<file path="src/rtl/fifo_3w_2r_if.sv">
// Port bundle for the 3-push / 2-pop FIFO: three producer lanes, two consumer
// lanes and the occupancy/status outputs.
interface fifo_3w_2r_if #(
  parameter int unsigned DATA_WIDTH = 32,
  parameter int unsigned DEPTH      = 16
);
  localparam int unsigned CW = $clog2(DEPTH) + 1;

  logic                  push1_en_i;
  logic                  push2_en_i;
  logic                  push3_en_i;
  logic [DATA_WIDTH-1:0] data1_i;
  logic [DATA_WIDTH-1:0] data2_i;
  logic [DATA_WIDTH-1:0] data3_i;
  logic                  pop1_en_i;
  logic                  pop2_en_i;
  logic [DATA_WIDTH-1:0] data1_o;
  logic [DATA_WIDTH-1:0] data2_o;
  logic                  valid1_o;
  logic                  valid2_o;
  logic [CW-1:0]         count_o;
  logic                  full_o;
  logic                  empty_o;
  logic                  space3_o;
  logic                  push_err_o;
  logic                  pop_err_o;

  modport master (
    output push1_en_i, push2_en_i, push3_en_i,
    output data1_i, data2_i, data3_i,
    output pop1_en_i, pop2_en_i,
    input  data1_o, data2_o, valid1_o, valid2_o, count_o,
    input  full_o, empty_o, space3_o, push_err_o, pop_err_o
  );

  modport slave (
    input  push1_en_i, push2_en_i, push3_en_i,
    input  data1_i, data2_i, data3_i,
    input  pop1_en_i, pop2_en_i,
    output data1_o, data2_o, valid1_o, valid2_o, count_o,
    output full_o, empty_o, space3_o, push_err_o, pop_err_o
  );
endinterface

</file>
<file path="src/rtl/fifo_3w_2r.sv">
// Circular FIFO taking up to three compacted pushes and two in-order pops per
// clock; the two oldest entries are presented combinationally.
module fifo_3w_2r #(
  parameter int unsigned DATA_WIDTH = 32,
  parameter int unsigned DEPTH      = 16
) (
  input logic         clk,
  input logic         rst,
  fifo_3w_2r_if.slave bus
);
  localparam int unsigned AW = $clog2(DEPTH);
  localparam int unsigned CW = AW + 1;

  logic [DATA_WIDTH-1:0] mem_q [DEPTH];
  logic [AW-1:0]         head_q, head_d;
  logic [AW-1:0]         tail_q, tail_d;
  logic [CW-1:0]         count_q, count_d;
  logic                  push_err_q, push_err_d;
  logic                  pop_err_q, pop_err_d;

  logic [CW-1:0]         n_push, n_pop, n_push_acc, n_pop_acc, free;
  logic                  push_ok, pop_ok;
  logic [2:0]            wr_en;
  logic [AW-1:0]         wr_addr [3];
  logic [DATA_WIDTH-1:0] wr_data [3];
  logic [AW-1:0]         head_p1;

  always_comb begin
    n_push     = CW'(bus.push1_en_i) + CW'(bus.push2_en_i) + CW'(bus.push3_en_i);
    n_pop      = CW'(bus.pop1_en_i) + CW'(bus.pop1_en_i & bus.pop2_en_i);
    free       = CW'(DEPTH) - count_q;
    // Legality uses start-of-cycle occupancy only: no pop credit, no bypass.
    push_ok    = (n_push <= free);
    pop_ok     = (bus.pop1_en_i | ~bus.pop2_en_i) && (n_pop <= count_q);
    n_push_acc = push_ok ? n_push : '0;
    n_pop_acc  = pop_ok ? n_pop : '0;

    // Each enabled lane lands after the enabled lanes ahead of it.
    wr_addr[0] = tail_q;
    wr_addr[1] = tail_q + AW'(bus.push1_en_i);
    wr_addr[2] = tail_q + AW'(bus.push1_en_i) + AW'(bus.push2_en_i);
    wr_data[0] = bus.data1_i;
    wr_data[1] = bus.data2_i;
    wr_data[2] = bus.data3_i;
    wr_en      = {bus.push3_en_i, bus.push2_en_i, bus.push1_en_i}
                 & {3{push_ok & ~rst}};

    tail_d     = tail_q + n_push_acc[AW-1:0];
    head_d     = head_q + n_pop_acc[AW-1:0];
    count_d    = count_q + n_push_acc - n_pop_acc;
    push_err_d = ~push_ok;
    pop_err_d  = ~pop_ok;

    if (rst) begin
      tail_d     = '0;
      head_d     = '0;
      count_d    = '0;
      push_err_d = 1'b0;
      pop_err_d  = 1'b0;
    end
  end

  always_ff @(posedge clk) begin
    head_q     <= head_d;
    tail_q     <= tail_d;
    count_q    <= count_d;
    push_err_q <= push_err_d;
    pop_err_q  <= pop_err_d;
  end

  always_ff @(posedge clk) begin
    for (int unsigned i = 0; i < 3; i++) begin
      if (wr_en[i]) mem_q[wr_addr[i]] <= wr_data[i];
    end
  end

  assign head_p1        = head_q + AW'(1);
  assign bus.valid1_o   = (count_q != '0);
  assign bus.valid2_o   = (count_q >= CW'(2));
  assign bus.data1_o    = bus.valid1_o ? mem_q[head_q] : '0;
  assign bus.data2_o    = bus.valid2_o ? mem_q[head_p1] : '0;
  assign bus.count_o    = count_q;
  assign bus.full_o     = (count_q == CW'(DEPTH));
  assign bus.empty_o    = (count_q == '0);
  assign bus.space3_o   = (free >= CW'(3));
  assign bus.push_err_o = push_err_q;
  assign bus.pop_err_o  = pop_err_q;
endmodule

</file>
<file path="src/flat_wrapper.sv">
// flat-port wrapper written by rule: the top's interface ports become plain ports
module fifo_3w_2r_flat 
#(
  parameter int unsigned DATA_WIDTH = 32,
  parameter int unsigned DEPTH      = 16
)
  (clk, rst, bus_push1_en_i, bus_push2_en_i, bus_push3_en_i, bus_data1_i, bus_data2_i, bus_data3_i, bus_pop1_en_i, bus_pop2_en_i, bus_data1_o, bus_data2_o, bus_valid1_o, bus_valid2_o, bus_count_o, bus_full_o, bus_empty_o, bus_space3_o, bus_push_err_o, bus_pop_err_o);
  fifo_3w_2r_if #(.DATA_WIDTH(DATA_WIDTH), .DEPTH(DEPTH)) bus_i ();
  input logic clk;
  input logic rst;
  input wire logic [$bits(bus_i.push1_en_i)-1:0] bus_push1_en_i;
  input wire logic [$bits(bus_i.push2_en_i)-1:0] bus_push2_en_i;
  input wire logic [$bits(bus_i.push3_en_i)-1:0] bus_push3_en_i;
  input wire logic [$bits(bus_i.data1_i)-1:0] bus_data1_i;
  input wire logic [$bits(bus_i.data2_i)-1:0] bus_data2_i;
  input wire logic [$bits(bus_i.data3_i)-1:0] bus_data3_i;
  input wire logic [$bits(bus_i.pop1_en_i)-1:0] bus_pop1_en_i;
  input wire logic [$bits(bus_i.pop2_en_i)-1:0] bus_pop2_en_i;
  output wire logic [$bits(bus_i.data1_o)-1:0] bus_data1_o;
  output wire logic [$bits(bus_i.data2_o)-1:0] bus_data2_o;
  output wire logic [$bits(bus_i.valid1_o)-1:0] bus_valid1_o;
  output wire logic [$bits(bus_i.valid2_o)-1:0] bus_valid2_o;
  output wire logic [$bits(bus_i.count_o)-1:0] bus_count_o;
  output wire logic [$bits(bus_i.full_o)-1:0] bus_full_o;
  output wire logic [$bits(bus_i.empty_o)-1:0] bus_empty_o;
  output wire logic [$bits(bus_i.space3_o)-1:0] bus_space3_o;
  output wire logic [$bits(bus_i.push_err_o)-1:0] bus_push_err_o;
  output wire logic [$bits(bus_i.pop_err_o)-1:0] bus_pop_err_o;
  assign bus_i.push1_en_i = bus_push1_en_i;
  assign bus_i.push2_en_i = bus_push2_en_i;
  assign bus_i.push3_en_i = bus_push3_en_i;
  assign bus_i.data1_i = bus_data1_i;
  assign bus_i.data2_i = bus_data2_i;
  assign bus_i.data3_i = bus_data3_i;
  assign bus_i.pop1_en_i = bus_pop1_en_i;
  assign bus_i.pop2_en_i = bus_pop2_en_i;
  assign bus_data1_o = bus_i.data1_o;
  assign bus_data2_o = bus_i.data2_o;
  assign bus_valid1_o = bus_i.valid1_o;
  assign bus_valid2_o = bus_i.valid2_o;
  assign bus_count_o = bus_i.count_o;
  assign bus_full_o = bus_i.full_o;
  assign bus_empty_o = bus_i.empty_o;
  assign bus_space3_o = bus_i.space3_o;
  assign bus_push_err_o = bus_i.push_err_o;
  assign bus_pop_err_o = bus_i.pop_err_o;
  fifo_3w_2r #(.DATA_WIDTH(DATA_WIDTH), .DEPTH(DEPTH)) u_core (.clk(clk), .rst(rst), .bus(bus_i));
endmodule
</file>
<file path="config.mk">
export PLATFORM = sky130hd
export DESIGN_NAME = fifo_3w_2r_flat
export DESIGN_NICKNAME = d
export VERILOG_FILES = /design/src/rtl/fifo_3w_2r_if.sv /design/src/rtl/fifo_3w_2r.sv /design/src/flat_wrapper.sv
export SDC_FILE = /design/constraint.sdc
export NUM_CORES = 2
export LEC_CHECK = 0
export CAP_MARGIN = 30
export CORE_MARGIN = 2
export CORE_UTILIZATION = 37
export CTS_CLUSTER_DIAMETER = 200
export DETAILED_ROUTE_END_ITERATION = 16
export PLACE_DENSITY = 0.51
export SYNTH_ARGS = -nofsm -noshare
export SYNTH_HDL_FRONTEND = slang
export SYNTH_SLANG_ARGS = --single-unit
</file>
<file path="constraint.sdc">
create_clock -name clk -period 14.2 [get_ports clk]
set_clock_uncertainty 0.05 [all_clocks]
set_input_delay 4.26 -clock clk [delete_from_list [all_inputs] [get_ports clk]]
set_output_delay 4.26 -clock clk [all_outputs]
set_load 0.05 [all_outputs]
</file>
After elaboration in Yosys (flattened, before gate mapping)
Memory sizes are Yosys's and may differ from the RTL's. A register that Yosys moved wholly into a read port is not among the register bits.
Index checks and enable logic that the tools add are counted.
W data, S select, Z words.

operators by class
  eq/ne operators = 1
  mux-type cells = 11
  bitwise logic cells = 8
  reduce and logical (&&, ||, !) cells = 3
  add/subtract/negate cells = 11
  order comparisons = 4

operators by type and width
  cell                   number
  $mux W32               2
  $ge A5 B2 Y1 const B   2
  $le A5 B5 Y1           2
  $mux W5                2
  $add A4 B1 Y4          2
  $add A4 B4 Y4          2
  $mux W1                6
  $add A1 B5 Y5          1
  $add A5 B1 Y5          1
  $add A5 B5 Y5          1
  $eq A5 B5 Y1 const B   1
  $logic_not A5 Y1       1
  $reduce_bool A5 Y1     1
  $sub A5 B5 Y5          1
  $sub A5 B5 Y5 const A  1
  $add A4 B1 Y4 const B  1
  $mux W4                1
  $not A1 Y1             4
  $and A3 B3 Y3          1
  $add A1 B1 Y2          1
  $and A1 B1 Y1          2
  $logic_and A1 B1 Y1    1
  $or A1 B1 Y1           1

word-level totals
  output and inout bits = 76
  input port bits = 103
  RAM bits = 512
  bits in registers = 15
  word-level logic and storage cells = 44
  memories kept = 1

memories
  name          depth  width  rd ports  clocked after Yosys merged registers in  write ports  line              RTL
  u_core.mem_q  16     32     2         1                                        3            fifo_3w_2r.sv:14  logic [DATA_WIDTH-1:0] mem_q [DEPTH];

Logic depth before layout (Yosys ltp)
  depth in word-level cells = 7
  depth in mapped cells = 17
  gate-level depth less buffers = 16

Worst setup path before layout
Ideal clock, no wire load.

  path kind = input to register
  from = in bus_push2_en_i
  to = mem u_core.mem_q[4][0], enable pin
  setup slack = 3867 ps
  setup time = 533 ps
  stages = 9
  path buffers = 1
  data arrival time = 9750 ps
  required time = 13617 ps
  cells stage by stage = ha_1 > ha_1 > ha_1 > ha_1 > a211o_1 > nand3_1 > buf_2 > nand4b_1 > o311ai_0

RTL lines
  item         line                RTL
  from (decl)  flat_wrapper.sv:12  input wire logic [$bits(bus_i.push2_en_i)-1:0] bus_push2_en_i;
  to (decl)    fifo_3w_2r.sv:14

Final worst setup path
  from = reg u_core.head_q[1]
  to = out bus_data2_o[1]

between the ends
  longest elaborated chain between the ends = 3

RTL lines
  item                    line                RTL
  from (decl)             fifo_3w_2r.sv:15    logic [AW-1:0] head_q, head_d;
  from (signal assigned)  fifo_3w_2r.sv:64    head_q <= head_d;
  $add A4 B1 Y4           fifo_3w_2r.sv:77    assign head_p1 = head_q + AW'(1);
  $mem_v2 Z16 W32         -
  $mux W32                fifo_3w_2r.sv:81    assign bus.data2_o = bus.valid2_o ? mem_q[head_p1] : '0;
  to (decl)               flat_wrapper.sv:20  output wire logic [$bits(bus_i.data2_o)-1:0] bus_data2_o;

Every way passes these cells.

==> metrics.md <==
| Metric | Value |
|---|---|
| Status | `finished clean` |
| H-tree levels | `3` |
| Post-CTS Resized | `0` |
| Element type at the critical path end | `output pin` |
| Die H | `approximately 320 microns` |
| Iter 0 DRT Violations | `around 4800` |
| Max Slew Vio Count | `0` |
| Final worst path period need | `between 9 and 10 ns` |
| Sw Pwr | `approximately 3500 uW` |
| Die ar. | `around 0.10 sq mm` |
| TNS Setup | `0 ns` |
| Final hold viol count | `0` |
| Multi-input gate area | `0.01846 sq mm` |
| Port Buffers | `roughly 180` |
| Cell taking the most area after synthesis | `edfxtp_1` |
| Layout cells sized above 1 | `~16%` |
| DR WL/cell | `around 33 microns` |
| WL final | `around 150000 microns` |
| Combinational Power Share | `between 50 and 60%` |
| Slew Limit Headroom | `approximately 28%` |
| Predominant post-synthesis flop cell | `edfxtp_1` |
| Buffer count from post-CTS setup fixing | `0` |
| Worst EP arrival | `between 5 and 6 ns` |
| Clock power share | `roughly 22%` |
| Overflow after GRT | `0` |
| Top cell type's share of synthesized area | `42.82%` |
| Power density over the cells | `193.1 mW/mm^2` |
| Drt via density | `roughly 7` |
| Synth Cell Area | `~0.036 sq mm` |
| Design area | `between 0.04 and 0.05 sq mm` |
| Synth Instances | `roughly 3400` |
| Clk sinks | `roughly 530` |
| Rows | `114` |
| Crit path cell chain | `buf_12, ha_4, buf_16, buf_4, buf_16, mux4_2, nor2b_1, a211oi_1, a211oi_1, clkdlybuf4s50_1` |
| Sw Share | `~44%` |
| R2R setup slack | `just under 9 ns` |
| CTS tree | `done` |
| Max Clk Rate | `about 0.10 GHz` |
| DR vias | `31097` |
| Syn avg cell area | `10.65 sq um` |
| Maximum vdd ir drop | `about 170 uV` |
| Fill cell count | `9113` |
| Total Routing Usage GR | `roughly 30%` |
| Synthesis-to-layout area growth | `13.11%` |
| Pint | `4366 uW` |
| Nets@finish | `about 3400` |
| Crit start category | `register` |
| Root Buffer | `clkbuf_16` |
| Number of synthesis warnings | `0` |
| Pin count of the biggest net entering global routing | `a little under 80` |
| Register area | `roughly 0.016 sq mm` |
| Final hold slack | `approximately 0.67 ns` |
| Number of CTS-inserted buffers | `67` |
| Seq cells post-synth | `between 500 and 600` |
| CTS clk-pin slew, worst paths | `roughly 0.05 ns` |
| Setup violators final | `0` |
| Synth top area cells | `edfxtp_1, mux4_2, a22oi_1` |
| Async set-or-reset flop fraction in the synthesized netlist | `0%` |
| Slowest cell on crit path | `clkdlybuf4s50_1` |
| Cell with the most instances after synthesis | `nor2_1` |
| Cts hold-fix bufs | `0` |
| Core ar. | `0.09642 sq mm` |
| Post-synth cell types | `48` |
| Synthesized net count | `3509` |
| Post-route ant nets | `0` |
| WS Path Type | `reg -> out` |
| Top cells by instance count after synthesis | `nor2_1, a21oi_1, a22oi_1, edfxtp_1, mux4_2` |
| Worst-Margin Slew | `between 1 and 1.5 ns` |
| Vias in the first global route | `30138` |
| Drt pass-1 iters | `6` |
| Initial antenna violation count | `3` |
| Power share of the sequential group | `approximately 28%` |
| Unrepaired setup endpoints after global routing | `false` |
| Initial Util | `a little under two fifths` |
| Max cap viols | `0` |
| CP required | `about 9.9 ns` |
| Critical path's largest stage delay | `approximately 1 ns` |
| EDFF count, synth | `~510` |
| Pleak | `roughly 0.014 uW` |
| Crit share post-route | `about two thirds` |
| Global placer's final weighted congestion | `between 0.9 and 1` |
| Drt drc | `0` |
| Die Span X | `315.5 microns` |
| Seq/Total Area, Yosys | `between 40% and 50%` |
| Area after DPL | `between 0.03 and 0.04 sq mm` |
| First-pass GRT wire length | `around 220000 microns` |
| Worst skew pair latency | `roughly 0.60 ns` |
| HPWL after detailed placement | `between 90000 and 100000 microns` |
| Max Root-Sink Buffers | `3` |
| I/O pin cnt | `179` |
| Worst-path maximum fanout | `43` |
| Min-Delay Path Class | `reg -> reg` |
worst max-delay path, delay by kind of cell (launching register included):
| family | cells | cell delay (ns) |
|---|---|---|
| AOI/OAI and AO/OA | 2 | 0.88 |
| adders and majority gates | 1 | 0.45 |
| buffers and inverters | 5 | 2.11 |
| DFF | 1 | 0.67 |
| muxes | 1 | 0.28 |
| and+or+nand+nor | 1 | 0.13 |
path summary, 6_finish.rpt:
| kind | from | end | cells after the start |
|---|---|---|---|
| setup / recovery | u_core.head_q[1]$_SDFF_PP0_ | bus_data2_o[1] | 10 |
| hold reg to reg | u_core.tail_q[3]$_SDFF_PP0_ | u_core.tail_q[3]$_SDFF_PP0_ | 2 |
| setup reg to reg | u_core.bus.count_o[0]$_SDFF_PP0_ | u_core.mem_q[10][14]$_DFFE_PP_ | 12 |
| hold / removal | u_core.tail_q[3]$_SDFF_PP0_ | u_core.tail_q[3]$_SDFF_PP0_ | 2 |
kinds of logic after synthesis:
group | count (synthesis) | synth area share, %
xor gates and xnor gates | 16 | 0.3903
adders and majority gates | 36 | 1.359
DFF | 527 | 43.66
muxes | 320 | 18.96
and+or+nand+nor | 865 | 9.939
buffers and inverters | 485 | 5.837
AOI/OAI and AO/OA | 1121 | 19.85
stage by stage:
| step | utilization [%] | total power [uW] | instances | setup slack [ns] |
|---|---|---|---|---|
| floorplan | - | 4693 | 3370 | 3.867 |
| global route | 42.12 | 8087 | 4575 | 4.503 |
| global placement | 39.63 | 6009 | 4443 | 4.009 |
| detailed placement | 39.77 | 6087 | 4450 | 4.043 |
| CTS | 41.95 | 7782 | 4568 | 4.206 |
| finish | 42.12 | 7840 | 4575 | 4.674 |
power by group through the flow:
| stage | registers, uW | clock network, uW | logic (uW) |
|---|---|---|---|
| 5_1_grt | 2200 | 1760 | 4120 |
| 3_3_place_gp | 2230 | 0 | 3780 |
| 6_report | 2190 | 1700 | 3950 |
| 3_5_place_dp | 2220 | 0 | 3860 |
| 2_1_floorplan | 2130 | 0 | 2560 |
| 4_1_cts | 2190 | 1710 | 3880 |
flip-flops by register name (all words and copies together), names as in the netlist:
register / count
u_core.mem_q: 512
u_core.bus.pop_err_o: 1
u_core.bus.count_o: 5
u_core.bus.push_err_o: 1
u_core.tail_q: 4
u_core.head_q: 4
per-layer routing:
layer,up-vias,track usage [%],part of all wire [%]
met1,15403,40.20,38
met4,4,14.69,5.0
met5,-,0,0.019
li1,12754,-,-
met2,2493,46.64,45
met3,443,6.894,12
final cells by class:
class	instances	share of cell area, %
multi-input combinational	2358	45.46
clock buffer	83	4.486
timing repair buffer	270	6.575
clock inverter	35	0.6778
sequential	527	38.63
antenna	1	0.006162
inverter	25	0.2311
tap	1276	3.931
cells in the final DEF (no fill, tap or decap), types with 3 or more instances in the layout:
cell	n
a21o_1	3
dfxtp_4	3
clkinv_2	14
mux2i_1	32
ha_1	30
xor2_1	10
mux4_2	288
bufinv_16	4
clkinv_1	12
a32oi_4	3
nor2_1	662
o211ai_1	6
clkdlybuf4s50_1	178
clkbuf_16	71
clkinvlp_4	3
edfxtp_1	512
nor3_1	5
a21oi_1	519
and3_1	3
nand2_1	47
nand2b_1	5
buf_16	8
dfxtp_1	11
buf_12	3
and2_1	34
clkbuf_1	12
buf_4	81
nand3_4	7
nand3_2	7
a211oi_1	64
a22oi_1	512
nand2_2	18
inv_1	24
nand3_1	12
xnor2_1	4
fa_1	5
nor2b_1	42
or3_2	8
Note: power is estimated with default switching activity, not from simulation.
==> variant: new RTL, same settings <==
`DATA_WIDTH` is set to 32 in 3 places; all go to 16.
--- a/src/rtl/fifo_3w_2r_if.sv
+++ b/src/rtl/fifo_3w_2r_if.sv
@@ -3,3 +3,3 @@
 interface fifo_3w_2r_if #(
-  parameter int unsigned DATA_WIDTH = 32,
+  parameter int unsigned DATA_WIDTH = 16,
   parameter int unsigned DEPTH      = 16
--- a/src/rtl/fifo_3w_2r.sv
+++ b/src/rtl/fifo_3w_2r.sv
@@ -3,3 +3,3 @@
 module fifo_3w_2r #(
-  parameter int unsigned DATA_WIDTH = 32,
+  parameter int unsigned DATA_WIDTH = 16,
   parameter int unsigned DEPTH      = 16
--- a/src/flat_wrapper.sv
+++ b/src/flat_wrapper.sv
@@ -3,3 +3,3 @@
 #(
-  parameter int unsigned DATA_WIDTH = 32,
+  parameter int unsigned DATA_WIDTH = 16,
   parameter int unsigned DEPTH      = 16
Ports: changed (5 resized); port bits go from 179 to 99. No check against the original RTL was run, so the function may have changed too.
==> variant against the unedited design <==
Global-route usage rose by 1.1 points. Synthesized area fell by 39%. Setup slack improved by 260 ps. Worst hold slack got worse by 38 ps. Count of clock-buffer cells in the layout fell by 37. Total power fell by 36%. Sequential cell count fell by 256. Critical path depth fell by 3. Cell area fell by 41%. Sequential share of layout area fell by 5.2 points. Register-to-register slack improved by 360 ps. Wire length fell by 37%.
==> variant: results (changes against the unedited design) <==
- Result of the run: completed
- Number of H-tree levels: 2 (-1)
- Fraction of power consumed by combinational cells: 0.594 (+0.090)
- Number of cells on the worst reg-to-reg path: 13 (+1)
- Ranking of synthesized cells by instance count: 284 x sky130_fd_sc_hd__nand2_1, 256 x sky130_fd_sc_hd__edfxtp_1, 256 x sky130_fd_sc_hd__nor4_1
- Pre-CTS setup slack: 4780 ps (+734 ps)
- Clock latency at the later pin of the worst-skew pair: 560 ps (-40 ps)
- Class of the tightest hold or removal check: reg -> reg
- Distinct cells, synth: 56 (+17%)
- Count of instances resized after the clock tree is built: 0 (unchanged)
- GP Congestion: 0.877 (-3.0%)
- FF-to-FF setup slack: 9050 ps (+360 ps)
- Final WL: 95800 um (-37%)
- Reported net switching power: 2.63 mW (-24%)
- Largest net degree at the start of global routing: 137 (+73%)
- Number of buffers on the longest clock path: 3 (unchanged)
- Detailed-placement wirelength estimate: 55700 um (-38%)
- Clk slew on worst S/H paths: 60 ps
- Drt via density: 7.13 (+5.0%)
- Share of post-route cells with drive strength above 1: 0.198 (+0.0356)
- Final setup violating endpoints: 0 (unchanged)
- Port Buffers: 98 (-45%)
- Hold slack: 635 ps (-37.8 ps)
- Total GRT Usage: 0.313 (+0.0110)
- Share of synthesized flip-flops with an asynchronous set or reset: 0 (unchanged)
- Number of buffers created by CTS: 38 (-43%)
- Leak: 6.41 nW (-53%)
- Top post-synthesis cells by area: sky130_fd_sc_hd__edfxtp_1 35%, sky130_fd_sc_hd__mux4_2 15%, sky130_fd_sc_hd__nor4_1 7.4%
- CP endpoint: bus_data2_o[0]
- Number of violations reported at the end of detailed-routing iteration 0: 3066 (-36%)
- Power attributed to combinational cells: 3.00 mW (-24%)
- Post-CTS setup buffer count: 0 (unchanged)
- Part of the Yosys area used for sequential elements: 0.367 (-0.0697)
- Arr. time, crit path: 4960 ps (-260 ps)
- Post-synth EDFFs: 256 (-50%)
- End point of the most critical hold path: u_core.tail_q[3]$_SDFF_PP0_
- Filler instances: 5581 (-39%)
- Total number of yosys warnings: 0 (unchanged)
- Worst flop-to-flop path endpoint: u_core.mem_q[2][3]$_DFFE_PP_
- Start point of the worst hold path: u_core.tail_q[3]$_SDFF_PP0_
- Vias in the first global route: 18900 (-37%)
- Max FO, Critical Path: 42 (-2.3%)
- Number of instances on the worst hold path: 2 (unchanged)
- IR drop worst, VDD: 358 uV (+110%)
- Fin crit period: 9270 ps (-256 ps)
- Max reg flops: 256 (-50%)
- Synth Flop Type: sky130_fd_sc_hd__edfxtp_1
- Measured slew at the worst slew-check pin: 1070 ps (-9.05 ps)
- Antenna violations before repair: 7 (+4)
- Launching point of the worst reg2reg path: u_core.bus.count_o[0]$_SDFF_PP0_
- Synth Net Count: 2209 (-37%)
- Power attributed to sequential cells: 1.14 mW (-48%)
- Root Buffer Master: sky130_fd_sc_hd__clkbuf_16
- Detailed-routing iteration count for the pre-antenna-repair pass: 6 (unchanged)
- Critical path origin: u_core.head_q[0]$_SDFF_PP0_
- Final #Nets: 2107 (-38%)
- Global-route wire length before repair: 138000 um (-36%)
## variant: cell types whose count changed after synthesis, moves of 159 or more
cell / change
sky130_fd_sc_hd__a31oi_1: +159
sky130_fd_sc_hd__a21oi_1: -512
sky130_fd_sc_hd__nor4_1: +255
sky130_fd_sc_hd__a22oi_1: -512
sky130_fd_sc_hd__o21ai_0: +253
sky130_fd_sc_hd__nor2_1: -584
sky130_fd_sc_hd__edfxtp_1: -256
sky130_fd_sc_hd__nand2_1: +219
## variant: area by class of cell
cell class | count | area share
diodes | 3 | 0.000314
inverters | 26 | 0.00408
clock inverters | 20 | 0.00565
multi-input cells | 1515 | 0.506
repair buffers | 164 | 0.0674
flip-flops and latches | 271 | 0.334
clock buffers | 46 | 0.0423
well taps | 765 | 0.0400
## variant: layer usage
metal  up-vias  track usage  part of all wire
met2      1752        0.475              0.44
li1       8137            -                 -
met1      9856        0.417              0.38
met3       300       0.0854              0.13
met4         2        0.138             0.049
met5         -            0           0.00011
## variant: kinds of logic after synthesis
group	share of synthesized area
and+or+nand+nor	0.162
AOI/OAI and AO/OA	0.192
buffers and inverters	0.0921
DFF	0.367
muxes	0.158
adders and majority gates	0.0224
xor gates and xnor gates	0.00678
## variant: critical path, cell delays in order (launching register included)
cell and delay (ps):
sky130_fd_sc_hd__dfxtp_4 750, sky130_fd_sc_hd__buf_4 650, sky130_fd_sc_hd__nand3_1 280, sky130_fd_sc_hd__xor2_4 180
sky130_fd_sc_hd__buf_4 490, sky130_fd_sc_hd__a211oi_1 100, sky130_fd_sc_hd__a211oi_1 890, sky130_fd_sc_hd__clkdlybuf4s50_1 980
## variant: stage by stage
step | cells | area, um2
floorplan | 2118 | 21800
global placement | 2733 | 22600
detailed placement | 2739 | 22700
CTS | 2805 | 23800
global route | 2808 | 23900
finish | 2810 | 23900
